===== src/rtl/cube_frame_rx.sv =====
// Assembles LED-cube frames (HDR0 HDR1, PAYLOAD_LEN payload bytes, checksum) from a
// UART byte stream into the back half of a double-buffered frame RAM.
module cube_frame_rx #(
   parameter logic [7:0]  HDR0        = 8'hA5,
   parameter logic [7:0]  HDR1        = 8'h5A,
   parameter int unsigned PAYLOAD_LEN = 64,
   parameter int unsigned TIMEOUT     = 100000
) (
   input  logic                          clk_100M_i,
   input  logic                          rst_i,
   input  logic                          byte_valid_i,
   input  logic [7:0]                    byte_i,
   output logic                          wr_en_o,
   output logic [$clog2(PAYLOAD_LEN):0]  wr_addr_o,
   output logic [7:0]                    wr_data_o,
   output logic                          front_buf_o,
   output logic                          frame_done_o,
   output logic                          frame_err_o,
   output logic                          busy_o
);

   localparam int unsigned   IW       = $clog2(PAYLOAD_LEN);
   localparam int unsigned   TW       = $clog2(TIMEOUT);
   localparam logic [IW-1:0] IDX_LAST = IW'(PAYLOAD_LEN - 1);
   localparam logic [TW-1:0] T_LAST   = TW'(TIMEOUT - 1);

   typedef enum logic [1:0] {
      S_IDLE,
      S_HDR,
      S_DATA,
      S_CSUM
   } state_t;

   state_t        state_q,   state_d;
   logic [IW-1:0] index_q,   index_d;
   logic [7:0]    sum_q,     sum_d;
   logic [TW-1:0] timer_q,   timer_d;
   logic          wr_en_q,   wr_en_d;
   logic [IW:0]   wr_addr_q, wr_addr_d;
   logic [7:0]    wr_data_q, wr_data_d;
   logic          front_q,   front_d;
   logic          done_q,    done_d;
   logic          err_q,     err_d;
   logic          busy_q,    busy_d;

   always_ff @(posedge clk_100M_i or posedge rst_i) begin
      if (rst_i) begin
         state_q   <= S_IDLE;
         index_q   <= '0;
         sum_q     <= '0;
         timer_q   <= '0;
         wr_en_q   <= 1'b0;
         wr_addr_q <= '0;
         wr_data_q <= '0;
         front_q   <= 1'b0;
         done_q    <= 1'b0;
         err_q     <= 1'b0;
         busy_q    <= 1'b0;
      end else begin
         state_q   <= state_d;
         index_q   <= index_d;
         sum_q     <= sum_d;
         timer_q   <= timer_d;
         wr_en_q   <= wr_en_d;
         wr_addr_q <= wr_addr_d;
         wr_data_q <= wr_data_d;
         front_q   <= front_d;
         done_q    <= done_d;
         err_q     <= err_d;
         busy_q    <= busy_d;
      end
   end

   always_comb begin
      state_d   = state_q;
      index_d   = index_q;
      sum_d     = sum_q;
      timer_d   = (state_q != S_IDLE) ? timer_q + 1'b1 : '0;
      wr_en_d   = 1'b0;
      wr_addr_d = wr_addr_q;
      wr_data_d = wr_data_q;
      front_d   = front_q;
      done_d    = 1'b0;
      err_d     = 1'b0;

      // A byte arriving on the expiry cycle takes priority over the timeout.
      if (byte_valid_i) begin
         timer_d = '0;
         case (state_q)
            S_IDLE: begin
               if (byte_i == HDR0) state_d = S_HDR;
            end
            S_HDR: begin
               if (byte_i == HDR1) begin
                  state_d = S_DATA;
                  index_d = '0;
                  sum_d   = '0;
               end else if (byte_i != HDR0) begin
                  state_d = S_IDLE;
               end
            end
            S_DATA: begin
               wr_en_d   = 1'b1;
               wr_data_d = byte_i;
               wr_addr_d = {~front_q, index_q};
               index_d   = index_q + 1'b1;
               sum_d     = sum_q + byte_i;
               if (index_q == IDX_LAST) state_d = S_CSUM;
            end
            S_CSUM: begin
               if (byte_i == sum_q) begin
                  done_d  = 1'b1;
                  front_d = ~front_q;
               end else begin
                  err_d = 1'b1;
               end
               state_d = S_IDLE;
            end
            default: state_d = S_IDLE;
         endcase
      end else if (state_q != S_IDLE && timer_q == T_LAST) begin
         state_d = S_IDLE;
         timer_d = '0;
         err_d   = (state_q == S_DATA) || (state_q == S_CSUM);
      end

      busy_d = (state_d != S_IDLE);
   end

   assign wr_en_o      = wr_en_q;
   assign wr_addr_o    = wr_addr_q;
   assign wr_data_o    = wr_data_q;
   assign front_buf_o  = front_q;
   assign frame_done_o = done_q;
   assign frame_err_o  = err_q;
   assign busy_o       = busy_q;

endmodule


===== config.mk =====
export PLATFORM = sky130hd
export DESIGN_NAME = cube_frame_rx
export DESIGN_NICKNAME = d
export VERILOG_FILES = /design/src/rtl/cube_frame_rx.sv
export SDC_FILE = /design/constraint.sdc
export NUM_CORES = 1
export LEC_CHECK = 0
export ABC_AREA = 1
export BUFFER_PORTS_ARGS = -buffer_cell sky130_fd_sc_hd__buf_2
export CORE_ASPECT_RATIO = 0.7
export CORE_MARGIN = 4
export CORE_UTILIZATION = 30
export DETAILED_ROUTE_END_ITERATION = 7
export GPL_ROUTABILITY_DRIVEN = 0
export GPL_TIMING_DRIVEN = 0
export PLACE_DENSITY = 0.52
export SETUP_SLACK_MARGIN = 0.2
export SLEW_MARGIN = 30
export SYNTH_ARGS = -nofsm -noshare
export SYNTH_HDL_FRONTEND = slang
export SYNTH_SLANG_ARGS = --single-unit

===== constraint.sdc =====
create_clock -name clk_100M_i -period 1.3 [get_ports clk_100M_i]
set_input_delay 0.065 -clock clk_100M_i [delete_from_list [all_inputs] [get_ports clk_100M_i]]
set_output_delay 0.065 -clock clk_100M_i [all_outputs]
set_load 0.1 [all_outputs]

==> impl_metrics.py <==
metrics = {
    "detailed_routing": {
        "antenna_left": 0,
        "drt-initial-drc-count": 117,
        "routedWlPerCell_um": 14.0,
        "wl_mm": 8.05,
        "drc": 0,
        "drt-pass1-iter-count": 4,
        "viasPerCell": 4.60,
        "vias": 2650,
    },
    "synthesis": {
        "ys.flop_type": "dfrtp_1",
        "synth_cell_type_count": 30,
        "synth_fa_ha_area_frac": 0.0466,
        "async_flop_share": 1.00,
        "ys_warn_count": 0,
        "synth_xor_area_frac": 0.0123,
        "synthSimpleGateAreaFrac": 0.325,
        "yosysTopAreaCell": "dfrtp_1",
        "synth_most_common_cell": "nand2_1",
        "syn_inst": 375,
        "synth_area_um2": 2850,
        "syn_nets": 396,
        "seq_area_frac_synth": 0.466,
        "synthTopCellsByArea": "dfrtp_1 (47%), nand2_1 (15%), inv_1 (6.6%)",
        "synth.area.mux_share": 0.00703,
        "synth_top_family_by_area": "simple AND/OR/NAND/NOR gates",
        "netlist_top_cells_count": "nand2_1 (114), dfrtp_1 (53), inv_1 (50), nor2_1 (48), nand3_1 (29)",
        "synth.top_cell.area_share": 0.466,
        "synth-edff-count": 0,
        "avgSynthCellArea_um2": 7.59,
        "synth_seq_cells": 53,
        "synth_compound_area_frac": 0.0615,
    },
    "hold_path": {
        "hp-class": "primary input to register",
        "hp-start": "byte_i[4]",
    },
    "placed_design": {
        "hpwlAfterDp_mm": 5.59,
        "port_buffers": 30,
        "pre_cts_slack_ps": -258,
        "post_dp_cell_area_um2": 3390,
    },
    "sta": {
        "hold_viol_final": 0,
        "skew_ps": 7.33,
        "fmax_ghz": 0.682,
        "tightest_slew_ps": 372,
        "setup_viol": 23,
        "slew_violations": 0,
        "period_share": 1.13,
        "fin_ws_ps": -165,
        "slew_headroom": 0.751,
        "min_period_ps": 1470,
        "rsz0062_at_grt": "true",
    },
    "flow_run": {
        "max_cap_viol_count": 0,
    },
    "clock_network": {
        "clockRootBuffer": "clkbuf_16",
        "cts_tree": "yes",
        "cts_sinks": 53,
        "cts_buffer_depth": 2,
        "clk_pin_slew_ps": 70,
        "cts_max_level": 2,
        "insertion_delay_ps": 290,
        "cts_buffers": 5,
    },
    "worst_setup_path": {
        "cp_max_fo": 3,
        "worstPathRequired_ps": 1530,
        "criticalPathCategory": "register to register",
        "crit_path_start_kind": "register",
        "end_kind": "register",
        "crit_arrival_ps": 1690,
        "startpoint": "sum_q[1]$_DFFE_PP0P_",
        "r2r-start": "sum_q[1]$_DFFE_PP0P_",
    },
    "floorplan": {
        "ios": 31,
        "fp.dieArea_um2": 11100,
        "rows": 29,
        "die_x_um": 124,
        "initial_core_util": 0.311,
        "die_y_um": 89.5,
        "core_um2": 9140,
    },
    "power": {
        "p_leak_nw": 2.04,
        "irDropWorstVdd_v": 0.000698,
        "power_density_nw_per_um2": 905,
    },
    "global_route": {
        "grt_pass1_wl_mm": 12.6,
        "grt_pass1_vias": 2457,
        "antenna_found_initial": 0,
        "grt_usage": 0.145,
        "grt_max_degree": 26,
        "overflow": 0,
    },
    "final_layout": {
        "num_antenna_cells": 0,
        "layout-drive-gt1-share": 0.469,
        "nets": 472,
        "syn2layout_area_growth_pct": 54.3,
        "final_cell_area_um2": 4390,
    },
    "run_status": {
        "status": "finished, violations left",
        "violations": "setup timing",
    },
}
## cell type report
class	count	area, µm²
clock inverters	2	10.0
repair buffers	69	622
plain buffers	4	71.3
flip-flops and latches	53	1350
multi-input cells	265	1850
inverters	53	208
clock buffers	6	129
fillers	869	4750
well taps	124	155
## cell usage in the layout (no fill, tap or decap), types with 3 or more instances in the layout
cell	count
buf_16	3
nand4_1	4
a21oi_2	5
inv_1	46
nor2_1	33
dfrtp_2	19
nand2_1	76
buf_6	10
nor2_2	7
ha_4	8
dfrtp_1	34
inv_2	4
nor3_1	4
nor2_4	11
nor3_2	5
nand2_4	16
a21oi_1	4
buf_2	10
nand2_2	25
clkbuf_16	6
nand3_1	17
buf_12	3
nand3_2	11
o21ai_2	9
buf_4	41
o21ai_1	6
## kinds of logic (layout without fill, tap and decap cells)
group,Yosys count,in the layout
buffers and inverters,57,134
multiplexers,2,2
XOR/XNOR,4,4
flip-flops,53,53
adder cells (fa/ha/maj),10,10
AND/OR/NAND/NOR,217,217
AO/OA/AOI/OAI,32,32
## timing repair
action | 4_1_cts | 5_1_grt
gates resized for setup | 100 | 59
pin swaps | 32 | 36
setup endpoints to repair | 71 | 54
cloned | 3 | 0
buffers inserted | 23 | 10
hold buffers | 1 | 0
hold endpoints to repair | 33 | 0
## power by group
part	leakage, nW	internal (mW)	switching (mW)
combinational	1.29	0.332	0.559
clock	0.0706	0.709	0.592
sequential	0.676	1.72	0.0639
## flip-flops by register name, indices dropped and copies added, names as in the netlist
register      flops
sum_q             8
frame_err_o       1
busy_o            1
timer_q          17
state_q           2
frame_done_o      1
front_buf_o       1
wr_addr_o         7
wr_data_o         8
index_q           6
wr_en_o           1
## critical path: stages (launching register included)
cell     delay (ps)
dfrtp_2         430
ha_4            230
nor2_1          130
nand2_2          90
nor3_4          240
nand2_2         120
nand2_1          80
nand2_1          40
inv_1            40
## routing by layer
metal | share of wire | GRT usage | wire length, µm | vias to the layer above
li1 | - | - | - | 1341
met1 | 0.52 | 0.219 | 4220 | 1260
met2 | 0.42 | 0.208 | 3390 | 44
met3 | 0.047 | 0.0364 | 375 | 5
met4 | 0.0076 | 0.0328 | 61 | 0
met5 | 0 | 0 | 0 | -
## stage by stage
step | util | total power [mW] | setup TNS (ps) | hold WS [ps] | instances
global route | 0.480 | 4.16 | -4150 | 58.7 | 576
CTS | 0.448 | 3.91 | -1910 | 49.8 | 566
global placement | 0.365 | 2.45 | -1930 | 358 | 529
finish | 0.480 | 3.98 | -2000 | 56.3 | 576
floorplan | - | 2.31 | -68.7 | 126 | 375
detailed placement | 0.371 | 2.48 | -2130 | 31.6 | 531
## worst paths after layout
check	endpoint	slack [ps]	cells after the start
setup / recovery	front_buf_o$_DFFE_PP0P_	-170	8
hold / removal	wr_data_o[4]$_DFFE_PP0P_	60	3
setup reg to reg	front_buf_o$_DFFE_PP0P_	-170	8
hold reg to reg	wr_data_o[1]$_DFFE_PP0P_	490	2
max in group asynchronous	timer_q[9]$_DFF_PP0_	440	5
min in group asynchronous	index_q[2]$_DFFE_PP0P_	260	3
No activity file was read; power rests on OpenSTA's default activity.
